<file path="config.mk">
export PLATFORM = sky130hd
export DESIGN_NAME = mac_operand_feeder
export DESIGN_NICKNAME = d
export VERILOG_FILES = /design/src/rtl/mac_operand_feeder_pkg.sv /design/src/rtl/mac_operand_feeder_fifo.sv /design/src/rtl/mac_operand_feeder.sv
export SDC_FILE = /design/constraint.sdc
export NUM_CORES = 1
export LEC_CHECK = 0
export CAP_MARGIN = 20
export CORE_UTILIZATION = 45
export CTS_BUF_LIST = sky130_fd_sc_hd__clkbuf_16
export DETAILED_ROUTE_END_ITERATION = 10
export DONT_BUFFER_PORTS = 1
export HOLD_SLACK_MARGIN = 0.05
export PLACE_DENSITY = 0.67
export SLEW_MARGIN = 20
export SYNTH_ARGS = -nofsm -noshare
export SYNTH_HDL_FRONTEND = slang
export SYNTH_HIERARCHICAL = 1
export SYNTH_SLANG_ARGS = --single-unit
</file>
<file path="constraint.sdc">
create_clock -name clk -period 6.4 [get_ports clk]
set_clock_uncertainty 0.15 [all_clocks]
set_input_delay 0.96 -clock clk [delete_from_list [all_inputs] [get_ports clk]]
set_output_delay 0.96 -clock clk [all_outputs]
set_load 0.01 [all_outputs]
</file>
<file path="src/rtl/mac_operand_feeder_pkg.sv">
// Shared constants, FSM encoding and helpers for the 4-bit MAC operand feeder.
package mac_operand_feeder_pkg;

  localparam int unsigned MAC_DATA_W  = 4;
  localparam int unsigned MAC_ACC_W   = 8;
  // Frame length shares the accumulator width, so it saturates at 255.
  localparam int unsigned FRAME_LEN_W = MAC_ACC_W;

  typedef enum logic [1:0] {
    IDLE,
    CLEAR,
    STREAM,
    DRAIN
  } feeder_state_e;

  function automatic logic [FRAME_LEN_W-1:0] sat_inc(input logic [FRAME_LEN_W-1:0] v);
    return (v == '1) ? v : v + 1'b1;
  endfunction

endpackage

</file>
<file path="src/rtl/mac_operand_feeder_fifo.sv">
// Synchronous FIFO for {last, x, y} operand entries; exposes full, empty and occupancy.
module mac_pair_fifo #(
  parameter int unsigned WIDTH  = 9,
  parameter int unsigned DEPTH  = 8,
  parameter int unsigned ADDR_W = 3
) (
  input  logic             clk,
  input  logic             reset,
  input  logic             push,
  input  logic [WIDTH-1:0] push_data,
  input  logic             pop,
  output logic [WIDTH-1:0] pop_data,
  output logic             full,
  output logic             empty,
  output logic [ADDR_W:0]  count
);

  localparam logic [ADDR_W:0] FULL_CNT = DEPTH[ADDR_W:0];

  logic [WIDTH-1:0]  mem [DEPTH];
  logic [ADDR_W-1:0] wr_ptr;
  logic [ADDR_W-1:0] rd_ptr;
  logic              do_push;
  logic              do_pop;

  assign full     = (count == FULL_CNT);
  assign empty    = (count == '0);
  assign do_push  = push && !full;
  assign do_pop   = pop && !empty;
  assign pop_data = mem[rd_ptr];

  always_ff @(posedge clk) begin
    if (do_push) begin
      mem[wr_ptr] <= push_data;
    end
  end

  // DEPTH is a power of two, so the pointers wrap by natural overflow.
  always_ff @(posedge clk) begin
    if (reset) begin
      wr_ptr <= '0;
      rd_ptr <= '0;
      count  <= '0;
    end else begin
      if (do_push) wr_ptr <= wr_ptr + 1'b1;
      if (do_pop)  rd_ptr <= rd_ptr + 1'b1;
      unique case ({do_push, do_pop})
        2'b10:   count <= count + 1'b1;
        2'b01:   count <= count - 1'b1;
        default: count <= count;
      endcase
    end
  end

endmodule

</file>
<file path="src/rtl/mac_operand_feeder.sv">
// Operand feeder for the 4-bit MAC: buffers pairs, frames them with a clear pulse and
// a completion pulse, and drives zero operands whenever no pair is issued.
module mac_operand_feeder
  import mac_operand_feeder_pkg::*;
#(
  parameter int unsigned DATA_W = MAC_DATA_W,
  parameter int unsigned DEPTH  = 8,
  parameter int unsigned ADDR_W = 3
) (
  input  logic                   clk,
  input  logic                   reset,
  input  logic                   in_valid,
  output logic                   in_ready,
  input  logic [DATA_W-1:0]      in_x,
  input  logic [DATA_W-1:0]      in_y,
  input  logic                   in_last,
  input  logic                   run,
  output logic [DATA_W-1:0]      mac_x,
  output logic [DATA_W-1:0]      mac_y,
  output logic                   mac_clr,
  output logic                   mac_vld,
  output logic                   frame_done,
  output logic [FRAME_LEN_W-1:0] frame_len,
  output logic [ADDR_W:0]        fifo_cnt
);

  localparam int unsigned ENTRY_W = 2 * DATA_W + 1;

  logic [ENTRY_W-1:0]     push_data;
  logic [ENTRY_W-1:0]     pop_data;
  logic                   full;
  logic                   empty;
  logic                   pop;
  feeder_state_e          state;
  logic [FRAME_LEN_W-1:0] pair_cnt;

  assign push_data = {in_last, in_x, in_y};
  assign in_ready  = !full;
  assign pop       = (state == STREAM) && run && !empty;

  mac_pair_fifo #(
    .WIDTH  (ENTRY_W),
    .DEPTH  (DEPTH),
    .ADDR_W (ADDR_W)
  ) u_fifo (
    .clk       (clk),
    .reset     (reset),
    .push      (in_valid && in_ready),
    .push_data (push_data),
    .pop       (pop),
    .pop_data  (pop_data),
    .full      (full),
    .empty     (empty),
    .count     (fifo_cnt)
  );

  always_ff @(posedge clk) begin
    if (reset) begin
      state      <= IDLE;
      mac_x      <= '0;
      mac_y      <= '0;
      mac_clr    <= 1'b0;
      mac_vld    <= 1'b0;
      frame_done <= 1'b0;
      frame_len  <= '0;
      pair_cnt   <= '0;
    end else begin
      // The MAC accumulates every clock, so non-issue cycles must present zeros.
      mac_x      <= '0;
      mac_y      <= '0;
      mac_clr    <= 1'b0;
      mac_vld    <= 1'b0;
      frame_done <= 1'b0;
      unique case (state)
        IDLE: begin
          if (!empty && run) state <= CLEAR;
        end
        CLEAR: begin
          mac_clr  <= 1'b1;
          pair_cnt <= '0;
          state    <= STREAM;
        end
        STREAM: begin
          if (pop) begin
            mac_x    <= pop_data[2*DATA_W-1:DATA_W];
            mac_y    <= pop_data[DATA_W-1:0];
            mac_vld  <= 1'b1;
            pair_cnt <= sat_inc(pair_cnt);
            if (pop_data[2*DATA_W]) state <= DRAIN;
          end
        end
        DRAIN: begin
          frame_done <= 1'b1;
          frame_len  <= pair_cnt;
          state      <= IDLE;
        end
        default: state <= IDLE;
      endcase
    end
  end

endmodule
</file>
==> flow_summary_export.csv, run 1 <==
group,metric,value,unit
run_status,status,"finished clean",
final_layout,multi_input_area,1500,um^2
power_and_ir_drop,powerDensity,318,nW/um^2
worst_setup_path,regToRegSetupSlack,3260,ps
final_layout,nFillCells,818,
power_and_ir_drop,pwr-share-comb,2.8,%
power_and_ir_drop,seq_power_share,48.6,%
timing,hold_viol,0,
clock_network,htree_levels,4,
floorplanning,fp.coreArea,9820,um^2
final_layout,syn_to_final_growth,13.6,%
hold_path,hp-start,"u_fifo/wr_ptr[0]$_SDFFE_PP0P_",
floorplanning,num_rows,36,
clock_network,clock_sinks,114,
run,cap_violations,0,
floorplanning,die-area,10600,um^2
grt,grt_usage,16.8,%
power_and_ir_drop,p_int,1.33,mW
drt,routed_wl,7940,um
worst_setup_path,worst_ep_arrival_time,3280,ps
synthesis,syn-cell-area,4590,um^2
worst_setup_path,worstReg2RegStart,"u_fifo/count[0]$_SDFFE_PP0P_",
clock_network,cts_root_buf,"clkbuf_16",
hold_path,min_path_cells,2,
worst_setup_path,reg2regPathDepth,8,
clock_network,cts_tree,"done",
synthesis,synth_flop_cell,"edfxtp_1",
clock_network,cts_hold_buf,0,
timing,setup-tns-final,0,ps
hold_path,min_to,"u_fifo/wr_ptr[0]$_SDFFE_PP0P_",
clock_network,ctsLongestPathBuffers,2,
worst_setup_path,critical-path-max-stage-delay,560,ps
final_layout,design_area,5220,um^2
worst_setup_path,worstPathCellList,"nor4_1 > nand3b_2 > inv_1 > o41a_1 > ha_1 > or3_1 > o32ai_1 > mux2_2",
clock_network,cts_resized,0,
placed_design,hpwl,4960,um
final_layout,n_antenna_cell,0,
timing,tightest_slew,1050,ps
hold_path,hp-class,"flop to flop",
power_and_ir_drop,swShare,19.7,%
floorplanning,io_pins,37,
worst_setup_path,crit_type,"flop to flop",
worst_setup_path,critPathTopFamily,"simple AND/OR/NAND/NOR gates",
worst_setup_path,critical-path-slowest-cell,"nor4_1",
drt,drt_iter0_drc,83,
drt,vias_per_cell,5.45,
final_layout,seq_area,3000,um^2
timing,rsz0062_at_grt,"false",
timing,setup_viol,0,
worst_setup_path,rr_endpoint,"u_fifo/count[3]$_SDFFE_PP0P_",
grt,overflow,0,
final_layout,fin_cells,455,
synthesis,ys_seq_elements,114,
timing,fmax,0.318,GHz
drt,drc_errors,0,
placed_design,routabilityCongestion,0.769,
timing,slew_headroom,30.2,%
worst_setup_path,cp_num_buf_inv,1,
synthesis,synth_top_cell_by_area,"edfxtp_1",
power_and_ir_drop,leakagePower,1.80,nW
grt,grt_max_degree,34,
power_and_ir_drop,peakVddDrop,0.182,mV
worst_setup_path,startpoint_type,"flop",
drt,wl_per_cell,17.4,um
placed_design,port_buffers,0,
synthesis,synthesis.instances,298,
worst_setup_path,required,6540,ps
drt,dr.pass1.iters,5,
grt,grt_pass1_wl,12400,um
final_layout,drive_gt1_share,11.8,%
final_layout,final_nets,332,
synthesis,synth_top_area_share,47.1,%
synthesis,synthTopCellsByCount,"edfxtp_1, dfxtp_1, nor2_1",
power_and_ir_drop,pwr-share-clk,48.6,%
synthesis,synth-edff-count,72,
worst_setup_path,cp-end-kind,"flop",
clock_network,clk_latency,400,ps
timing,finalMaxSlewViolations,0,
placed_design,placed_cells,423,
drt,via_count,2478,
synthesis,synth_cell_types,44,
synthesis,synth-seq-area-share,65.4,%
grt,grt_pass1_vias,2311,
synthesis,async_reset_ff_share,0,%
drt,ant_nets,0,
synthesis,synthesis.nets,321,
clock_network,cts_buffers,17,
synthesis,synth_area_leaders,"edfxtp_1, dfxtp_1, mux4_1",
clock_network,clkSlewWorstSetupHoldPaths,50,ps
worst_setup_path,crit_path_max_fanout,8,
timing,finalCritPeriodShare,49.1,%
timing,period_needed,3140,ps
placed_design,placed_area,4700,um^2
grt,grt_antenna_before_repair,0,
power_and_ir_drop,p_sw,0.326,mW
final_layout,final_util,53.2,%
synthesis,yosys_warnings,6,
floorplanning,die_h,103,um
floorplanning,initial_core_util,46.8,%
synthesis,avgSynthCellArea,15.4,um^2
floorplanning,dieWidth,103,um
synthesis,synth_most_common_cell,"edfxtp_1",
clock_network,post_cts_buffers,0,
==> per-layer routing <==
metal	routed length [um]	global-route usage, %	part of all wire (%)
met5	0	0	0
met4	94	7.48	1.2
met3	491	7.53	6.2
met2	3830	25.0	48
met1	3520	21.1	44
==> cell families (layout without fill, tap and decap cells) <==
logic type	after synthesis	after routing	share of synthesized area, %
flip-flops	114	114	65.4
AND/OR/NAND/NOR	85	85	9.56
multiplexers	40	40	15.4
AO/OA/AOI/OAI	27	27	3.79
buffers and inverters	16	40	2.04
adder cells (fa/ha/maj)	10	10	2.72
XOR/XNOR	6	6	1.14
==> worst min-delay path: cells and delay by family, from the launching register on <==
family          cells  cell delay, ps
simple gates        1              60
compound gates      1              50
flops               1             330
==> power groups by stage <==
| stage | clock (mW) | sequential, mW | combinational (mW) |
|---|---|---|---|
| 2_1_floorplan | 0 | 0.817 | 0.0396 |
| 3_3_place_gp | 0 | 0.819 | 0.0448 |
| 3_5_place_dp | 0 | 0.820 | 0.0462 |
| 4_1_cts | 0.821 | 0.806 | 0.0466 |
| 5_1_grt | 0.854 | 0.807 | 0.0506 |
| 6_report | 0.805 | 0.806 | 0.0459 |
==> area by class of cell <==
class,count,share of cell area (%)
multi-input cells,168,28.7
clock buffers,17,8.15
repair buffers,2,0.288
flip-flops and latches,114,57.5
inverters,6,0.431
clock inverters,15,1.73
well taps,133,3.19
==> stage by stage <==
stage               power (mW)  setup slack, ps  hold slack [ps]
finish                    1.66             3260              336
global route              1.71             3090              365
CTS                       1.67             3290              336
detailed placement       0.866             3300              328
global placement         0.864             3380              325
floorplan                0.856             3520              312
==> how the worst max path moves through the flow <==
stage,startpoint,end,depth (start not counted)
floorplan,run,u_fifo/count[3]$_SDFFE_PP0P_,7
global placement,run,u_fifo/count[3]$_SDFFE_PP0P_,7
detailed placement,in_valid,u_fifo/mem[4][2]$_DFFE_PP_,4
CTS,u_fifo/count[0]$_SDFFE_PP0P_,u_fifo/count[3]$_SDFFE_PP0P_,8
global route,u_fifo/count[0]$_SDFFE_PP0P_,u_fifo/count[3]$_SDFFE_PP0P_,8
finish,u_fifo/count[0]$_SDFFE_PP0P_,u_fifo/count[3]$_SDFFE_PP0P_,8
==> sequential cells by signal, summed over array words and instances (netlist names), named ones only <==
signal         flops
frame_done         1
frame_len          8
mac_clr            1
mac_vld            1
mac_x              4
mac_y              4
pair_cnt           8
state              2
u_fifo/count       4
u_fifo/mem        72
u_fifo/rd_ptr      3
u_fifo/wr_ptr      3
==> layout by cell type, fill, tap and decap left out, types with 2 or more instances in the layout <==
| master | netlist | routed |
|---|---|---|
| buf_4 | 0 | 2 |
| nand4_1 | 2 | 2 |
| o211ai_1 | 2 | 2 |
| o21ai_0 | 2 | 2 |
| and2_1 | 9 | 9 |
| mux4_1 | 18 | 18 |
| nand3_1 | 9 | 9 |
| a21oi_1 | 12 | 12 |
| nand2_1 | 10 | 10 |
| clkbuf_16 | 0 | 17 |
| mux2i_1 | 11 | 11 |
| xor2_1 | 5 | 5 |
| inv_1 | 6 | 11 |
| nor2b_1 | 7 | 7 |
| ha_1 | 10 | 10 |
| nand2b_1 | 6 | 6 |
| clkinv_2 | 0 | 3 |
| nor2_1 | 28 | 28 |
| edfxtp_1 | 72 | 72 |
| clkinv_1 | 0 | 5 |
| a311oi_1 | 2 | 2 |
| dfxtp_1 | 42 | 42 |
| mux2_2 | 11 | 11 |
| nor3_1 | 3 | 3 |
| or3_1 | 3 | 3 |
(Power assumes the default switching activity.)
==> inputs of run 2 (changes only) <==
clock period = 2.89 ns   (was 6.4 ns; I/O delays follow)
==> run 2 against run 1 <==
  * Cell count is 5.3% higher
  * Die area stayed put
  * Design area is 5.6% higher
  * Power is 140% higher
  * Global-route usage is 0.35 points higher
  * Largest cell class unchanged
  * Setup slack worse by 3100 ps
  * Critical path depth stayed put
  * Clock power grew to 2.6 times the previous value
  * Largest power group is now the clock network
==> flow_summary_export.csv, run 2 (same netlist as run 1, synthesis figures left out) <==
group,metric,value,unit
power_and_ir_drop,powerDensity,723,nW/um^2
placed_design,routabilityCongestion,0.780,
timing,setup_viol,0,
clock_network,cts_tree,"done",
drt,ant_nets,0,
worst_setup_path,crit_type,"flop to flop",
placed_design,hpwl,4990,um
timing,fmax,0.365,GHz
final_layout,n_antenna_cell,0,
final_layout,drive_gt1_share,17.9,%
timing,slew_headroom,36.6,%
worst_setup_path,startpoint_type,"flop",
final_layout,largest_reg_flops,72,
floorplanning,io_pins,37,
grt,overflow,0,
worst_setup_path,critical-path-max-stage-delay,570,ps
worst_setup_path,cp-end-kind,"flop",
timing,hold_slack,116,ps
placed_design,placed_cells,436,
final_layout,registers.top_by_ff_count,"u_fifo/mem",
timing,setup-tns-final,0,ps
worst_setup_path,reg2regPathDepth,8,
drt,wl_per_cell,17.1,um
placed_design,place_ws,142,ps
power_and_ir_drop,peakVddDrop,0.342,mV
final_layout,fin_cells,479,
worst_setup_path,cp-endpoint,"u_fifo/count[3]$_SDFFE_PP0P_",
worst_setup_path,startpoint,"u_fifo/count[1]$_SDFFE_PP0P_",
timing,period_needed,2740,ps
drt,drt_iter0_drc,98,
worst_setup_path,worstPathCellList,"or4b_4 > inv_1 > nor2b_1 > nand2_1 > ha_1 > or3_1 > o32ai_1 > mux2_2",
final_layout,final_util,56.1,%
clock_network,clock_sinks,114,
grt,grt_pass1_wl,12800,um
drt,via_count,2533,
timing,tightest_slew,947,ps
final_layout,nFillCells,796,
floorplanning,initial_core_util,46.8,%
timing,rsz0062_at_grt,"false",
final_layout,final_nets,356,
worst_setup_path,crit_path_max_fanout,6,
final_layout,largestRegisters,"u_fifo/mem (72), frame_len (8), pair_cnt (8)",
floorplanning,fp.coreArea,9820,um^2
clock_network,htree_levels,4,
grt,grt_pass1_vias,2468,
clock_network,clkSlewWorstSetupHoldPaths,50,ps
drt,vias_per_cell,5.29,
worst_setup_path,worstReg2RegStart,"u_fifo/count[1]$_SDFFE_PP0P_",
grt,grt_max_degree,31,
worst_setup_path,regToRegSetupSlack,150,ps
floorplanning,die-area,10600,um^2
worst_setup_path,rr_endpoint,"u_fifo/count[3]$_SDFFE_PP0P_",
floorplanning,die_h,103,um
power_and_ir_drop,leakagePower,1.92,nW
drt,drc_errors,0,
worst_setup_path,required,3030,ps
final_layout,syn_to_final_growth,20.0,%
run,cap_violations,0,
final_layout,mostFrequentLayoutCell,"edfxtp_1",
clock_network,clk_latency,400,ps
run_status,status,"finished clean",
clock_network,ctsLongestPathBuffers,2,
grt,grt_usage,17.1,%
clock_network,cts_root_buf,"clkbuf_16",
timing,finalCritPeriodShare,94.9,%
final_layout,layout_common_cells,"edfxtp_1, dfxtp_1, nor2_1",
placed_design,port_buffers,0,
timing,finalMaxSlewViolations,0,
worst_setup_path,worst_ep_arrival_time,2880,ps
drt,routed_wl,8210,um
timing,hold_viol,0,
timing,fin_ws,148,ps
hold_path,hp-class,"input port to flop",
clock_network,post_cts_buffers,0,
grt,grt_antenna_before_repair,0,
floorplanning,num_rows,36,
floorplanning,dieWidth,103,um
drt,dr.pass1.iters,4,
worst_setup_path,critical-path-slowest-cell,"or4b_4",
clock_network,cts_buffers,17,
-- run 2: final cells by class --
cell class | count | area (um^2) | share of cell area [%]
clock buffers | 17 | 425 | 7.72
clock inverters | 15 | 170 | 3.09
inverters | 6 | 22.5 | 0.409
multi-input cells | 168 | 1510 | 27.3
flip-flops and latches | 114 | 3000 | 54.5
well taps | 133 | 166 | 3.02
repair buffers | 26 | 219 | 3.97
-- run 2: per-stage QoR --
step                power (mW)  area, um^2
detailed placement        1.93        4800
global placement          1.92        4800
finish                    3.99        5510
CTS                       4.02        5500
global route              4.11        5510
floorplan                 1.90        4590
-- run 2: where the power goes --
group          leakage (nW)  total (mW)  internal, mW  switching (mW)
sequential            0.993        1.78          1.76          0.0149
clock                 0.282        2.06          1.35           0.719
combinational         0.650       0.146        0.0642          0.0817
-- run 2: worst min path at each step --
stage | start | end | depth (start not counted)
after floorplan | u_fifo/wr_ptr[0]$_SDFFE_PP0P_ | u_fifo/wr_ptr[0]$_SDFFE_PP0P_ | 2
after global placement | u_fifo/wr_ptr[0]$_SDFFE_PP0P_ | u_fifo/wr_ptr[0]$_SDFFE_PP0P_ | 2
after detailed placement | u_fifo/wr_ptr[0]$_SDFFE_PP0P_ | u_fifo/wr_ptr[0]$_SDFFE_PP0P_ | 2
after CTS | reset | u_fifo/count[3]$_SDFFE_PP0P_ | 2
after global routing | reset | u_fifo/count[3]$_SDFFE_PP0P_ | 2
final | reset | u_fifo/count[3]$_SDFFE_PP0P_ | 2
-- run 2: per-layer routing --
metal / track usage (%) / wire length (um)
met4: 6.50 / 68
met5: 0 / 0
met3: 6.37 / 346
met1: 21.2 / 3650
met2: 27.5 / 4150
-- run 2: worst max-delay path, delay by kind of cell, from the launching register on --
kind,cells,cell delay [ps]
buffers and inverters,1,100
AOI/OAI and AO/OA,1,150
adders and majority gates,1,330
and+or+nand+nor,4,1190
muxes,1,370
DFF,1,340
-- run 2: timing repair --
action                     CTS  global route
setup endpoints to repair    0             2
hold endpoints to repair   104             0
gates resized for setup      0             2
hold buffers                10             0
==> inputs of run 3 (changes only) <==
CORE_UTILIZATION = 50   (was 45)
PLACE_DENSITY = 0.72   (was 0.67)
SLEW_MARGIN = unset   (was 20)
clock period = 3 ns   (was 2.89 ns; I/O delays follow)
==> run 3 against run 2 <==
  * Critical path depth rose by 4
  * Global-route usage increased by 2.2 points
  * First-iteration DRC count increased by 51%
  * Wire length rose by 1.7%
  * Count of clock-buffer cells in the layout is the same
  * Highest routed layer unchanged
  * Largest cell class unchanged
  * Register-to-register slack improved by 50 ps
  * Cell count fell by 5.4%
  * Via count decreased by 0.63%
  * The run now ends with DRC left
==> flow_summary_export.csv, run 3 (same netlist as run 1, synthesis figures left out) <==
group,metric,value,unit
power_and_ir_drop,leakagePower,1.92,nW
run_status,failed_checks,"DRC",
timing,setup-tns-final,0,ps
final_layout,nFillCells,622,
clock_network,cts_buffers,17,
worst_setup_path,required,3180,ps
timing,period_needed,2800,ps
run,cap_violations,0,
timing,finalMaxSlewViolations,0,
placed_design,placed_area,4760,um^2
timing,setup_viol,0,
hold_path,hp-start,"reset",
drt,routed_wl,8350,um
timing,hold_slack,122,ps
worst_setup_path,regToRegSetupSlack,200,ps
timing,rsz0062_at_grt,"false",
timing,fin_ws,197,ps
floorplanning,num_rows,34,
power_and_ir_drop,peakVddDrop,0.411,mV
worst_setup_path,crit_path_max_fanout,7,
placed_design,routabilityCongestion,0.755,
final_layout,n_antenna_cell,0,
final_layout,layout_common_cells,"edfxtp_1, dfxtp_1, nor2_1",
final_layout,largestRegisters,"u_fifo/mem (72), frame_len (8), pair_cnt (8)",
drt,drt_iter0_drc,148,
floorplanning,dieWidth,97.9,um
timing,slew_headroom,50.4,%
worst_setup_path,critPathTopFamily,"adder cells",
final_layout,design_area,5470,um^2
clock_network,clkSlewWorstSetupHoldPaths,50,ps
clock_network,clock_sinks,114,
drt,via_count,2517,
worst_setup_path,rr_endpoint,"u_fifo/count[2]$_SDFFE_PP0P_",
hold_path,min_path_cells,2,
drt,ant_nets,0,
final_layout,seq_area,3000,um^2
worst_setup_path,critical-path-max-stage-delay,340,ps
grt,grt_pass1_vias,2587,
clock_network,ctsLongestPathBuffers,2,
clock_network,htree_levels,4,
worst_setup_path,critical-path-slowest-cell,"dfxtp_1",
floorplanning,fp.coreArea,8810,um^2
timing,hold_viol,0,
worst_setup_path,cp-end-kind,"flop",
final_layout,final_nets,355,
grt,grt_antenna_before_repair,0,
worst_setup_path,worstPathCellList,"inv_1 > ha_1 > nand3b_2 > inv_1 > o41a_1 > ha_1 > xor2_1 > ha_1 > a21oi_1 > xor2_1 > or3_1 > a21oi_1",
worst_setup_path,crit_top_cell,"ha_1",
final_layout,registers.top_by_ff_count,"u_fifo/mem",
placed_design,place_ws,227,ps
final_layout,syn_to_final_growth,19.1,%
run_status,status,"complete, but fails checks",
power_and_ir_drop,powerDensity,695,nW/um^2
final_layout,mostFrequentLayoutCell,"edfxtp_1",
hold_path,hp-class,"input port to flop",
timing,tightest_slew,742,ps
floorplanning,die-area,9580,um^2
grt,grt_usage,19.4,%
placed_design,hpwl,4810,um
worst_setup_path,reg2regPathDepth,12,
floorplanning,die_h,97.9,um
worst_setup_path,cp_num_buf_inv,2,
clock_network,cts_tree,"done",
drt,dr.pass1.iters,7,
hold_path,min_to,"u_fifo/count[3]$_SDFFE_PP0P_",
placed_design,port_buffers,0,
floorplanning,initial_core_util,52.2,%
grt,overflow,0,
final_layout,multi_input_area,1500,um^2
drt,drc_errors,6,
worst_setup_path,startpoint_type,"flop",
power_and_ir_drop,total_power,3.80,mW
timing,finalCritPeriodShare,93.4,%
drt,wl_per_cell,18.4,um
final_layout,drive_gt1_share,17.7,%
worst_setup_path,crit_type,"flop to flop",
final_layout,largest_reg_flops,72,
grt,grt_pass1_wl,13300,um
timing,fmax,0.357,GHz
clock_network,clk_latency,410,ps
worst_setup_path,worstReg2RegStart,"state[0]$_SDFFE_PP0P_",
worst_setup_path,worst_ep_arrival_time,2980,ps
floorplanning,io_pins,37,
drt,vias_per_cell,5.56,
clock_network,cts_root_buf,"clkbuf_16",
grt,grt_max_degree,31,
run 3: cell types whose count changed in the layout (fill, tap and decap cells not counted), sizes merged:
cell / before / now
buf: 17 / 15
bufinv: 3 / 2
inv: 9 / 11
dlygate4sd3: 9 / 10
clkinvlp: 5 / 4
run 3: repair_timing:
item | CTS | global route
hold buffers | 10 | 0
hold endpoints to repair | 104 | 0
resized for setup | 0 | 2
buffers inserted | 0 | 0
endpoints found under the setup margin | 0 | 1
run 3: per-stage QoR:
stage	utilization (%)	cells
floorplan	-	298
global placement	54.1	410
detailed placement	54.1	410
CTS	61.9	452
global route	62.1	453
finish	62.1	453
run 3: worst max path at each step:
stage,cells past startpoint,startpoint,slack (ps),end
floorplan,9,u_fifo/count[1]$_SDFFE_PP0P_,300,u_fifo/count[3]$_SDFFE_PP0P_
global placement,11,u_fifo/count[3]$_SDFFE_PP0P_,330,u_fifo/count[2]$_SDFFE_PP0P_
CTS,11,u_fifo/count[3]$_SDFFE_PP0P_,180,u_fifo/count[2]$_SDFFE_PP0P_
global route,12,state[0]$_SDFFE_PP0P_,9,u_fifo/count[2]$_SDFFE_PP0P_
detailed placement,11,u_fifo/count[2]$_SDFFE_PP0P_,230,u_fifo/count[2]$_SDFFE_PP0P_
finish,12,state[0]$_SDFFE_PP0P_,200,u_fifo/count[2]$_SDFFE_PP0P_
run 3: per-layer routing:
layer	vias to the layer above	global-route usage (%)	part of all wire [%]
met5	-	0	0
met4	0	9.09	2.0
met3	17	6.44	4.5
met2	67	30.3	50
met1	1215	24.4	44
li1	1218	-	-
run 3: final cells by class:
cell class / instances / area share [%]
Clock buffer: 17 / 7.78
Inverter: 6 / 0.412
Multi-Input combinational cell: 168 / 27.5
Timing Repair Buffer: 25 / 4.03
Clock inverter: 15 / 2.90
Tap cell: 108 / 2.47
Sequential cell: 114 / 54.9
run 3: power breakdown:
part           total [mW]  internal [mW]  switching (mW)
Combinational       0.142         0.0631          0.0791
Sequential           1.71           1.70          0.0152
Clock                1.95           1.23           0.722
Total                3.80           2.99           0.816
==> RTL change 1: new RTL, flow settings as in run 3 <==
`ADDR_W` is set to 3 in 2 places; all go to 4.
--- a/src/rtl/mac_operand_feeder_fifo.sv
+++ b/src/rtl/mac_operand_feeder_fifo.sv
@@ -2,7 +2,7 @@
 module mac_pair_fifo #(
   parameter int unsigned WIDTH  = 9,
   parameter int unsigned DEPTH  = 8,
-  parameter int unsigned ADDR_W = 3
+  parameter int unsigned ADDR_W = 4
 ) (
   input  logic             clk,
   input  logic             reset,
--- a/src/rtl/mac_operand_feeder.sv
+++ b/src/rtl/mac_operand_feeder.sv
@@ -5,7 +5,7 @@
 #(
   parameter int unsigned DATA_W = MAC_DATA_W,
   parameter int unsigned DEPTH  = 8,
-  parameter int unsigned ADDR_W = 3
+  parameter int unsigned ADDR_W = 4
 ) (
   input  logic                   clk,
   input  logic                   reset,
Ports: changed (resized fifo_cnt); port bits go from 37 to 38. The function was not compared with the original's and may differ.
==> RTL change 1 against run 3 <==
- first-iteration DRC count fell by 18%
- largest cell class unchanged
- largest power group unchanged
- synthesized cell count rose by 7.4%
- synthesized area rose by 1.7%
- sequential cell count rose by 1
- wire length rose by 2.1%
- worst setup slack got worse by 87 ps
- design area rose by 2.6%
- power rose by 0.75%
==> RTL change 1: results (changes against run 3) <==
Logic synthesis
  – Async SR Flop Fraction: 0 (unchanged)
  – Post-synth EDFFs: 72 (unchanged)
  – Seq/Total Area, Yosys: 0.647 (-0.00657)
  – Area contributors post-synth: edfxtp_1 (46%), dfxtp_1 (18%), mux4_2 (8.7%), ha_1 (2.7%), mux2_2 (2.7%)
  – Most frequent cells after synthesis: edfxtp_1 (72), dfxtp_1 (43), nor2_1 (32), mux4_2 (18), a21oi_1 (13)
  – Syn_nets: 343 (+6.9%)
  – Distinct cells, synth: 45 (+2.3%)

Power
  – Worst VDD drop: 0.321 mV (-22%)
  – Clock power frac: 0.503 (-0.009)
  – Power Combinational: 0.000176 W (+24%)
  – Switching power total: 0.000773 W (-5.3%)
  – Highest-power group: clock
  – Leakage Power: 1.97 nW (+2.6%)

Detailed routing
  – Starting DRC count in detailed routing: 122 (-18%)
  – Drt via density: 5.65 (+1.6%)
  – WL final: 8.52 mm (+2.1%)
  – DRT Pass-1 Iters: 4 (-3)

Global route
  – First-pass GRT wire length: 13.9 mm (+4.4%)
  – Total track usage: 0.196 (+0.00238)
  – Vias in the first global route: 2658 (+2.7%)
  – Largest net degree at the start of global routing: 31 (unchanged)

Clocking
  – Post-CTS sizing: 0 (unchanged)
  – # hold bufs at CTS: 10 (unchanged)
  – Clock Root Buffer: clkbuf_16
  – Clk Latency, worst-skew pair: 400 ps

Finish
  – # diodes: 0 (unchanged)
  – Share of cells above drive strength 1: 0.240 (+0.0636)
  – Layout Nets: 376 (+5.9%)

STA
  – Final Cycle Share: 0.963 (+0.0289)
  – Max-slew headroom: 0.327 (-0.177)

Place
  – Routability Congestion: 0.901 (+19%)
  – PortBufs: 0 (unchanged)
  – Post-DP HPWL: 5.05 mm (+5.1%)
  – DP Worst Slack: 26.1 ps (-201 ps)

Outcome
  – Status: completed

Worst setup path
  – FF-to-FF Start: u_fifo/count[4]
  – CP Capture Point: u_fifo/count[4]
  – CP max stage delay: 560 ps (+220 ps)
  – R2r setup slk: 110 ps (-90 ps)
  – Worst Path Max Fanout: 8 (+1)
  – Reg2Reg Depth: 13 (+1)
  – Crit-path slowest cell: or4_4
  – Crit-path leading delay family: simple AND/OR/NAND/NOR gates
  – Crit path kind: register to register
  – Data arrival, critical path: 3030 ps (+50 ps)

Min path
  – Hold Path Sink: u_fifo/count[4]
  – Hold_sp: reset
  – Hold Path Depth: 3 (+1)
==> RTL change 1: layout make-up <==
type                       count  area (um2)
fill                         621        3280
sequential                   115        3020
multi-input combinational    184        1590
clock buffer                  20         500
timing repair buffer          27         248
tap                          108         135
clock inverter                12        83.8
inverter                       8        32.5
==> RTL change 1: per-stage QoR <==
| step | total power, W | hold slack, ps | util | cells | area, um2 |
|---|---|---|---|---|---|
| 2_1_floorplan | 0.00187 | 312 | - | 320 | 4700 |
| 3_3_place_gp | 0.00189 | 325 | 0.546 | 428 | 4860 |
| 3_5_place_dp | 0.00190 | 327 | 0.546 | 428 | 4860 |
| 4_1_cts | 0.00385 | 88.1 | 0.623 | 470 | 5540 |
| 5_1_grt | 0.00397 | 89.3 | 0.631 | 474 | 5610 |
| 6_report | 0.00383 | 110 | 0.631 | 474 | 5610 |
==> RTL change 1: metal layers <==
| layer | vias to the layer above | GRT usage | wire (um) |
|---|---|---|---|
| li1 | 1277 | - | - |
| met1 | 1302 | 0.262 | 3830 |
| met2 | 89 | 0.289 | 4070 |
| met3 | 8 | 0.0787 | 531 |
| met4 | 0 | 0.0758 | 95 |
| met5 | - | 0 | 0 |
==> RTL change 1: cells by family (layout without fill, tap and decap cells) <==
group                    after synthesis  in the layout  synth area share
AO/OA/AOI/OAI                         34             34            0.0506
XOR/XNOR                               6              6            0.0112
adder cells (fa/ha/maj)               10             10            0.0268
buffers and inverters                 21             67            0.0230
flip-flops                           115            115             0.647
multiplexers                          41             41             0.139
AND/OR/NAND/NOR                       93             93             0.102
==> RTL change 1: worst min-delay path: cells and delay by family <==
| family | cells | cell delay (ps) |
|---|---|---|
| and+or+nand+nor | 3 | 150 |
==> RTL change 2: new RTL, config.mk and constraints of run 3 <==
Without the edit above. Register the output `fifo_cnt`, cleared by the reset; this adds one clock of latency there. The other outputs are not delayed to match.
--- a/src/rtl/mac_operand_feeder.sv
+++ b/src/rtl/mac_operand_feeder.sv
@@ -26,6 +26,8 @@
 
   localparam int unsigned ENTRY_W = 2 * DATA_W + 1;
 
+  logic [ADDR_W:0] fifo_cnt_d;
+
   logic [ENTRY_W-1:0]     push_data;
   logic [ENTRY_W-1:0]     pop_data;
   logic                   full;
@@ -51,7 +53,7 @@
     .pop_data  (pop_data),
     .full      (full),
     .empty     (empty),
-    .count     (fifo_cnt)
+    .count     (fifo_cnt_d)
   );
 
   always_ff @(posedge clk) begin
@@ -99,4 +101,12 @@
     end
   end
 
+  always_ff @(posedge clk) begin
+    if (reset) begin
+      fifo_cnt <= '0;
+    end else begin
+      fifo_cnt <= fifo_cnt_d;
+    end
+  end
+
 endmodule
Behaviour: not the same (Yosys sat finds a counterexample within 4 cycles, from zero or initial values and one cycle with reset high).
==> RTL change 2 against run 3 <==
- synthesized area grew 2.3%
- wire length is 3.4% higher
- sequential share of layout area barely moved
- final cell count up 2.2%
- sequential cell count is 4 higher
- design area grew 2.6%
- maximum frequency decreased by 1.2%
- worst setup slack worse by 33 ps
- power increased by 4.5%
- die area is 2.2% higher
- critical path depth shrank 1
- sequential power rose by 4%
- largest power group unchanged
- highest routed layer unchanged
==> RTL change 2: results (changes against run 3) <==
Logic synthesis
  – Synth Instances: 306 (+2.7%)
  – Multiplexer share of the synthesized area: 0.150 (-0.00344)
  – Adder-cell share of the synthesized area: 0.0266 (-0.000609)
  – Area contributors post-synth: edfxtp_1 (46%), dfxtp_1 (20%), mux4_1 (10%), ha_1 (2.7%), mux2_2 (2.6%)
  – Syn_nets: 329 (+2.5%)
  – Compound-Gate Fraction of Synth Area: 0.0370 (-0.000847)
  – Most frequent cells after synthesis: edfxtp_1 (72), dfxtp_1 (46), nor2_1 (28), mux4_1 (18), a21oi_1 (12)

Detailed routing
  – DRT Pass-1 Iters: 4 (-3)
  – M1 WL: 3.73 mm (+2.5%)
  – Drt via density: 5.70 (+2.5%)
  – Starting DRC count in detailed routing: 115 (-22%)
  – Met3 WL: 339 um (-11%)

Finish
  – Share of cells above drive strength 1: 0.190 (+0.0135)
  – Fillers: 651 (+4.7%)

Power
  – Clock-net power: 0.00207 W (+6%)
  – Worst VDD drop: 0.439 mV (+6.8%)
  – Internal power: 0.00308 W (+3.0%)
  – Clock power frac: 0.520 (+0.008)

Global route
  – Vias in the first global route: 2543 (-1.7%)
  – Met2 usage: 0.317 (+0.0140)
  – Largest net degree at the start of global routing: 35 (+13%)
  – Global-route track usage on met3: 0.0546 (-0.00981)

Worst setup path
  – Crit-path slowest cell: or4b_4
  – FF-to-FF Start: u_fifo/count[1]
  – Crit-path leading delay family: simple AND/OR/NAND/NOR gates
  – Reg2Reg Depth: 11 (-1)
  – Data arrival, critical path: 3020 ps (+40 ps)
  – CP max stage delay: 600 ps (+260 ps)
  – Worst Path Max Fanout: 9 (+2)

Place
  – Placed cells: 419 (+2.2%)
  – Post-Place Cell Area: 0.00486 mm2 (+2.0%)
  – Post-DP HPWL: 4.99 mm (+3.8%)

STA
  – Final Cycle Share: 0.945 (+0.0110)
  – Worst Hold Slack: 151 ps (+29.3 ps)
  – Slew @ Worst Pin: 771 ps (+29.3 ps)

Outcome
  – Status: completed
-- RTL change 2: cell count changes in the layout (fill, tap and decap cells not counted), moves of 2 or more --
cell and delta:
inv_8 +4, dfxtp_1 +4, clkinv_4 -2, nor2b_1 +3, clkinvlp_4 -3, inv_6 +3
-- RTL change 2: cell families after synthesis --
| group | after synthesis |
|---|---|
| simple gates | 89 |
| fa+ha+maj | 10 |
| flops | 118 |
| mux | 40 |
| compound gates | 27 |
| xor+xnor | 6 |
| buf+inv | 16 |
-- RTL change 2: stage by stage --
| step | setup WS [ps] | util |
|---|---|---|
| finish | 164 | 0.613 |
| global route | 30.4 | 0.613 |
| CTS | 10.1 | 0.609 |
| detailed placement | 136 | 0.531 |
| global placement | 249 | 0.531 |
| floorplan | 344 | - |
-- RTL change 2: how the worst max path moves through the flow --
stage / from / to / slack, ps / depth (start not counted)
6_report: u_fifo/count[1] / u_fifo/count[2] / 160 / 11
5_1_grt: state[0] / u_fifo/count[3] / 30 / 10
2_1_floorplan: u_fifo/count[1] / u_fifo/count[3] / 340 / 9
3_5_place_dp: state[0] / u_fifo/count[2] / 140 / 12
3_3_place_gp: u_fifo/count[0] / u_fifo/count[2] / 250 / 11
4_1_cts: state[0] / u_fifo/count[2] / 10 / 12
-- RTL change 2: what timing repair did --
| item | in CTS | in global routing |
|---|---|---|
| endpoints found under the hold margin | 108 | 0 |
| buffers inserted | 0 | 2 |
| gates resized for setup | 0 | 6 |
| setup endpoints to repair | 0 | 2 |
| hold buffers | 10 | 0 |
-- RTL change 2: final cells by class --
class | instances | share of cell area
sequential | 118 | 0.549
multi-input combinational | 172 | 0.275
clock buffer | 17 | 0.0758
timing repair buffer | 24 | 0.0383
clock inverter | 15 | 0.0325
tap | 111 | 0.0247
inverter | 6 | 0.00401
